$ cat config.mk
export PLATFORM = sky130hd
export DESIGN_NAME = text_buf_arbiter
export DESIGN_NICKNAME = d
export VERILOG_FILES = /design/src/rtl/text_pkg.sv /design/src/rtl/rr_arb2.sv /design/src/rtl/text_buf_arbiter.sv
export SDC_FILE = /design/constraint.sdc
export NUM_CORES = 1
export LEC_CHECK = 0
export CORE_MARGIN = 3
export CORE_UTILIZATION = 39
export DETAILED_ROUTE_END_ITERATION = 12
export GPL_ROUTABILITY_DRIVEN = 0
export PLACE_DENSITY_LB_ADDON = 0.3
export SLEW_MARGIN = 30
export SYNTH_ARGS = -nofsm -noshare
export SYNTH_HDL_FRONTEND = slang
export SYNTH_HIERARCHICAL = 1
export SYNTH_SLANG_ARGS = --single-unit
$ cat constraint.sdc
create_clock -name clk -period 1.5 [get_ports clk]
set_clock_uncertainty 0.15 [all_clocks]
set_input_delay 0.225 -clock clk [delete_from_list [all_inputs] [get_ports clk]]
set_output_delay 0.225 -clock clk [all_outputs]
set_load 0.05 [all_outputs]
$ cat src/rtl/text_pkg.sv
// Shared definitions for the text-overlay character buffer: FSM encoding,
// grid geometry and the default clear character.
package text_pkg;

  typedef enum logic [1:0] {
    ST_IDLE  = 2'd0,
    ST_WRITE = 2'd1,
    ST_CLEAR = 2'd2
  } state_e;

  localparam int TXT_COLS  = 16;
  localparam int TXT_ROWS  = 16;
  localparam int TXT_CELLS = TXT_COLS * TXT_ROWS;

  localparam logic [7:0] FILL_CHAR_DEF = 8'h20;

endpackage

$ cat src/rtl/rr_arb2.sv
// Two-way round-robin arbiter: on contention the requester that did not win
// last time is chosen; a lone requester always wins.
module rr_arb2 (
  input  logic [1:0] req,
  input  logic       last_gnt,
  output logic       gnt_valid,
  output logic       gnt_idx
);

  assign gnt_valid = |req;
  assign gnt_idx   = (&req) ? ~last_gnt : req[1];

endmodule

$ cat src/rtl/text_buf_arbiter.sv
// Write-port controller for the 256-cell character RAM: round-robin between two
// writers, full-screen clear, and optional restriction of writes to vblank.
module text_buf_arbiter #(
  parameter logic [7:0] FILL_CHAR  = text_pkg::FILL_CHAR_DEF,
  parameter bit         SYNC_VBLNK = 1'b1
) (
  input  logic       clk,
  input  logic       rst,
  input  logic       vblnk_in,
  input  logic       req0,
  input  logic       req1,
  input  logic [7:0] addr0,
  input  logic [7:0] addr1,
  input  logic [7:0] data0,
  input  logic [7:0] data1,
  output logic       ack0,
  output logic       ack1,
  input  logic       clr_req,
  output logic       clr_busy,
  output logic       clr_done,
  output logic       wr_en,
  output logic [7:0] wr_addr,
  output logic [7:0] wr_data
);
  import text_pkg::*;

  localparam logic [7:0] LAST_CELL = 8'(TXT_CELLS - 1);

  state_e     state_q, state_d;
  logic [7:0] cnt_q, cnt_d;
  logic       pend_q, pend_d;
  logic       last_gnt_q, last_gnt_d;
  logic       wr_en_q, wr_en_d;
  logic [7:0] wr_addr_q, wr_addr_d;
  logic [7:0] wr_data_q, wr_data_d;
  logic       ack0_q, ack0_d;
  logic       ack1_q, ack1_d;
  logic       clr_busy_q, clr_busy_d;
  logic       clr_done_q, clr_done_d;

  logic ok;
  logic gnt_valid;
  logic gnt_idx;

  assign ok = !SYNC_VBLNK || vblnk_in;

  rr_arb2 u_arb (
    .req       ({req1, req0}),
    .last_gnt  (last_gnt_q),
    .gnt_valid (gnt_valid),
    .gnt_idx   (gnt_idx)
  );

  always_comb begin
    // NOTE: every next-state signal gets a default first so no path leaves it unassigned (no latches).
    state_d    = state_q;
    cnt_d      = cnt_q;
    pend_d     = pend_q;
    last_gnt_d = last_gnt_q;
    wr_en_d    = 1'b0;
    wr_addr_d  = 8'h00;
    wr_data_d  = 8'h00;
    ack0_d     = 1'b0;
    ack1_d     = 1'b0;
    clr_busy_d = 1'b0;
    clr_done_d = 1'b0;

    unique case (state_q)
      ST_IDLE: begin
        // clr_busy stays high through the final clear write, so seeing it in IDLE marks completion.
        clr_done_d = clr_busy_q;
        if ((clr_req || pend_q) && ok) begin
          state_d    = ST_CLEAR;
          cnt_d      = 8'h00;
          pend_d     = 1'b0;
          clr_busy_d = 1'b1;
        end else if (clr_req) begin
          pend_d = 1'b1;
        end else if (gnt_valid && ok) begin
          state_d    = ST_WRITE;
          last_gnt_d = gnt_idx;
          wr_en_d    = 1'b1;
          wr_addr_d  = gnt_idx ? addr1 : addr0;
          wr_data_d  = gnt_idx ? data1 : data0;
          ack0_d     = ~gnt_idx;
          ack1_d     = gnt_idx;
        end
      end

      ST_WRITE: begin
        // Requests are not sampled here, so a req still high during its ack is not rewritten.
        state_d = ST_IDLE;
        if (clr_req) pend_d = 1'b1;
      end

      ST_CLEAR: begin
        clr_busy_d = 1'b1;
        if (ok) begin
          wr_en_d   = 1'b1;
          wr_addr_d = cnt_q;
          wr_data_d = FILL_CHAR;
          if (cnt_q == LAST_CELL) state_d = ST_IDLE;
          else                    cnt_d   = cnt_q + 8'd1;
        end
      end

      default: state_d = ST_IDLE;
    endcase
  end

  // NOTE: sequential state uses non-blocking assignments so every register samples pre-edge values.
  always_ff @(posedge clk or negedge rst) begin
    if (!rst) begin
      state_q    <= ST_IDLE;
      cnt_q      <= 8'h00;
      pend_q     <= 1'b0;
      last_gnt_q <= 1'b1;
      wr_en_q    <= 1'b0;
      wr_addr_q  <= 8'h00;
      wr_data_q  <= 8'h00;
      ack0_q     <= 1'b0;
      ack1_q     <= 1'b0;
      clr_busy_q <= 1'b0;
      clr_done_q <= 1'b0;
    end else begin
      state_q    <= state_d;
      cnt_q      <= cnt_d;
      pend_q     <= pend_d;
      last_gnt_q <= last_gnt_d;
      wr_en_q    <= wr_en_d;
      wr_addr_q  <= wr_addr_d;
      wr_data_q  <= wr_data_d;
      ack0_q     <= ack0_d;
      ack1_q     <= ack1_d;
      clr_busy_q <= clr_busy_d;
      clr_done_q <= clr_done_d;
    end
  end

  assign wr_en    = wr_en_q;
  assign wr_addr  = wr_addr_q;
  assign wr_data  = wr_data_q;
  assign ack0     = ack0_q;
  assign ack1     = ack1_q;
  assign clr_busy = clr_busy_q;
  assign clr_done = clr_done_q;

endmodule

==> results.sh <==
export IMPL_crit_fanout=5
export IMPL_synth_top_family_by_area="simple AND/OR/NAND/NOR gates"
export IMPL_drcViolationCount=0
export IMPL_clkTransAtPathRegs_ns=0.06
export IMPL_num_vias=1383
export IMPL_synth_warnings=6
export IMPL_grt_pass1_vias=1442
export IMPL_wl_per_cell_um=16.2
export IMPL_finalHoldViolations=0
export IMPL_synth_cells=143
export IMPL_wirelength_um=4270
export IMPL_pwr_share_clk_pct=25.4
export IMPL_grt_max_degree=34
export IMPL_ir_drop_uv=915
export IMPL_grt_usage_pct=19.0
export IMPL_dieArea_sq_um=4760
export IMPL_synth_edff_count=0
export IMPL_drt_iter0_drc=42
export IMPL_hpwl_um=3190
export IMPL_cp_slowest_cell="dfrtp_1"
export IMPL_ys_flop_type="dfrtp_1"
export IMPL_ys_ff_latch=33
export IMPL_grt_pass1_wl_um=6610
export IMPL_gr_total_overflow=0
export IMPL_power_frac_seq_pct=40.2
export IMPL_period_share_pct=102
export IMPL_io_buffers=58
export IMPL_setup_tns_ns=-0.0543
export IMPL_internal_power_mw=1.95
export IMPL_setup_ws_ns=-0.0312
export IMPL_ff_latch_area_sq_um=830
export IMPL_hold_path_class="primary input to register"
export IMPL_arrival_ns=1.57
export IMPL_yosys_area_share_simple_pct=15.5
export IMPL_p_switching_mw=0.940
export IMPL_setup_viol=4
export IMPL_worstSetupStartpointType="register"
export IMPL_clockRootBuffer="clkbuf_8"
export IMPL_switching_share_pct=32.6
export IMPL_clkLatencyLatePin_ns=0.28
export IMPL_post_synth_mux_area_share_pct=10.4
export IMPL_final_util_pct=70.6
export IMPL_crit_path_end_kind="register"
export IMPL_cts_hold_fix_buffers=0
export IMPL_clock_fmax_mhz=653
export IMPL_diodes=0
export IMPL_synth_compound_area_share_pct=13.6
export IMPL_multiInputGateArea_sq_um=684
export IMPL_p_leak_nw=1.19
export IMPL_crit_family="compound AO/OA/AOI/OAI gates"
export IMPL_dieHeight_um=69.0
export IMPL_place_inst=252
export IMPL_dr_pass1_iters=4
export IMPL_ys_types=33
export IMPL_powerDensity_nw_per_um2=1090
export IMPL_status="finished with violations"
export IMPL_avgSynthCellArea_sq_um=10.8
export IMPL_rsz0062_at_grt="true"
export IMPL_fillers=262
export IMPL_yosys_area_top_type="dfrtp_1"
export IMPL_synthXorXnorAreaFrac_pct=0
export IMPL_synth_nets=182
export IMPL_critPathRequiredTime_ns=1.54
export IMPL_viasPerCell=5.24
export IMPL_die_x_um=69.0
export IMPL_dp_slack_ns=-0.300
export IMPL_worst_setup_path_type="register to register"
export IMPL_slew_limit_headroom_pct=81.9
export IMPL_cts_buffers=5
export IMPL_rows=22
export IMPL_yosys_top_cells_area="dfrtp_1 52%, mux2i_1 10%, o21ai_1 4.9%"
export IMPL_ant_nets=0
export IMPL_htreeDepth=2
export IMPL_syn2layout_area_growth_pct=70.8
export IMPL_violations="negative setup slack"
export IMPL_hold_ws_ns=0.185
export IMPL_yosysTopAreaCellShare_pct=51.8
export IMPL_core_area_sq_um=3740
export IMPL_nNetsFinal=254
export IMPL_antenna_found_initial=0
export IMPL_fin_cells=264
export IMPL_io_pins=59
export IMPL_slowest_delay_ns=0.40
export IMPL_synthAdderAreaFrac_pct=0.809
export IMPL_drive_gt1_share_pct=30.1
export IMPL_netlist_area_sq_um=1550
export IMPL_start_util_pct=41.3
export IMPL_p_comb_share_pct=34.4
export IMPL_numClockSinks=33
export IMPL_clockBufferDepth=2
export IMPL_crit_buf_inv=0
export IMPL_fin_crit_ns=1.53
export IMPL_crit_chain="ha_4 > nand4_1 > o211ai_4 > o21ai_1 > o31ai_1"
export IMPL_worst_slew_pin_slew_ns=0.269
export IMPL_yosysSeqAreaShare_pct=53.5
export IMPL_synthArstFlopShare_pct=100
export IMPL_cts_tree="done"
export IMPL_report_final_slew_viol_count=0
export IMPL_maxCapViolations=0
-- cells in the mapped netlist, drive strengths merged (3+ instances only) --
master  count
mux2i      16
buf         9
nand4       5
o21ai      18
a31oi       4
nor2       16
inv         5
dfrtp      32
nand2      14
a21oi       3
o31ai       4
-- routing by layer --
metal / track usage, % / vias to the layer above / routed length, um
met1: 20.9 / 686 / 1520
met4: 7.30 / 0 / 59
met3: 4.38 / 6 / 179
li1: - / 649 / -
met2: 35.1 / 42 / 2510
met5: 0 / - / 0
-- what timing repair did --
item	4_1_cts	5_1_grt
cloned	1	0
setup buffers	0	3
resized for setup	4	13
pin swaps	2	11
endpoints found under the setup margin	9	14
-- worst paths after layout --
check,start,endpoint,slack [ns],depth (start not counted)
max,cnt_q[1]$_DFFE_PN0P_,cnt_q[6]$_DFFE_PN0P_,-0.03,5
min,vblnk_in,state_q[1]$_DFFE_PN0P_,0.18,3
max reg2reg,cnt_q[1]$_DFFE_PN0P_,cnt_q[6]$_DFFE_PN0P_,-0.03,5
min reg2reg,last_gnt_q$_DFFE_PN1P_,last_gnt_q$_DFFE_PN1P_,0.37,1
max in group asynchronous,rst,last_gnt_q$_DFFE_PN1P_,0.78,2
min in group asynchronous,rst,wr_data[7]$_DFF_PN0_,0.19,2
-- layout make-up --
cell class | instances | share of cell area, %
Timing Repair Buffer | 73 | 35.9
Sequential cell | 33 | 31.4
Multi-Input combinational cell | 97 | 25.9
Clock buffer | 7 | 3.65
Tap cell | 48 | 2.27
Inverter | 5 | 0.711
Clock inverter | 1 | 0.189
-- sequential cells by signal (all words and copies together), names as in the netlist --
name,count
wr_data,8
clr_busy,1
last_gnt_q,1
wr_addr,8
state_q,2
cnt_q,8
wr_en,1
ack1,1
ack0,1
clr_done,1
pend_q,1
-- stage by stage --
stage	area (sq um)	total power, mW
final	2640	2.89
after global routing	2640	3.04
after CTS	2580	2.84
after detailed placement	2450	2.10
after global placement	2450	2.04
after floorplan	1550	1.61
-- cells in the final DEF (no fill, tap or decap), types with 2 or more instances in the layout --
cell,n
clkdlybuf4s50_1,36
dfrtp_1,30
buf_12,24
mux2i_1,16
o21ai_1,15
nor2_1,13
nand2_1,13
buf_4,11
clkbuf_8,7
inv_1,5
nand4_1,5
a31oi_1,4
a21oi_1,3
nor2_2,3
o31ai_1,3
o21ai_2,2
dfrtp_2,2
-- power groups by stage --
stage / Sequential [mW] / Clock (mW) / Combinational [mW]
after floorplan: 1.25 / 0 / 0.355
after global routing: 1.18 / 0.796 / 1.07
after global placement: 1.15 / 0 / 0.890
final: 1.16 / 0.733 / 0.993
after detailed placement: 1.16 / 0 / 0.937
after CTS: 1.15 / 0.747 / 0.945
-- cell families (layout without fill, tap and decap cells) --
group | count (synthesis) | in the layout
buffers and inverters | 14 | 86
multiplexers | 16 | 16
AO/OA/AOI/OAI | 33 | 34
flip-flops | 33 | 33
AND/OR/NAND/NOR | 46 | 46
adder cells (fa/ha/maj) | 1 | 1
-- worst register-to-register path: stages, from the launching register on --
cell and delay [ns]:
dfrtp_1 0.40, ha_4 0.16, nand4_1 0.19, o211ai_4 0.34
o21ai_1 0.12, o31ai_1 0.07
No activity file was read; power rests on OpenSTA's default activity.
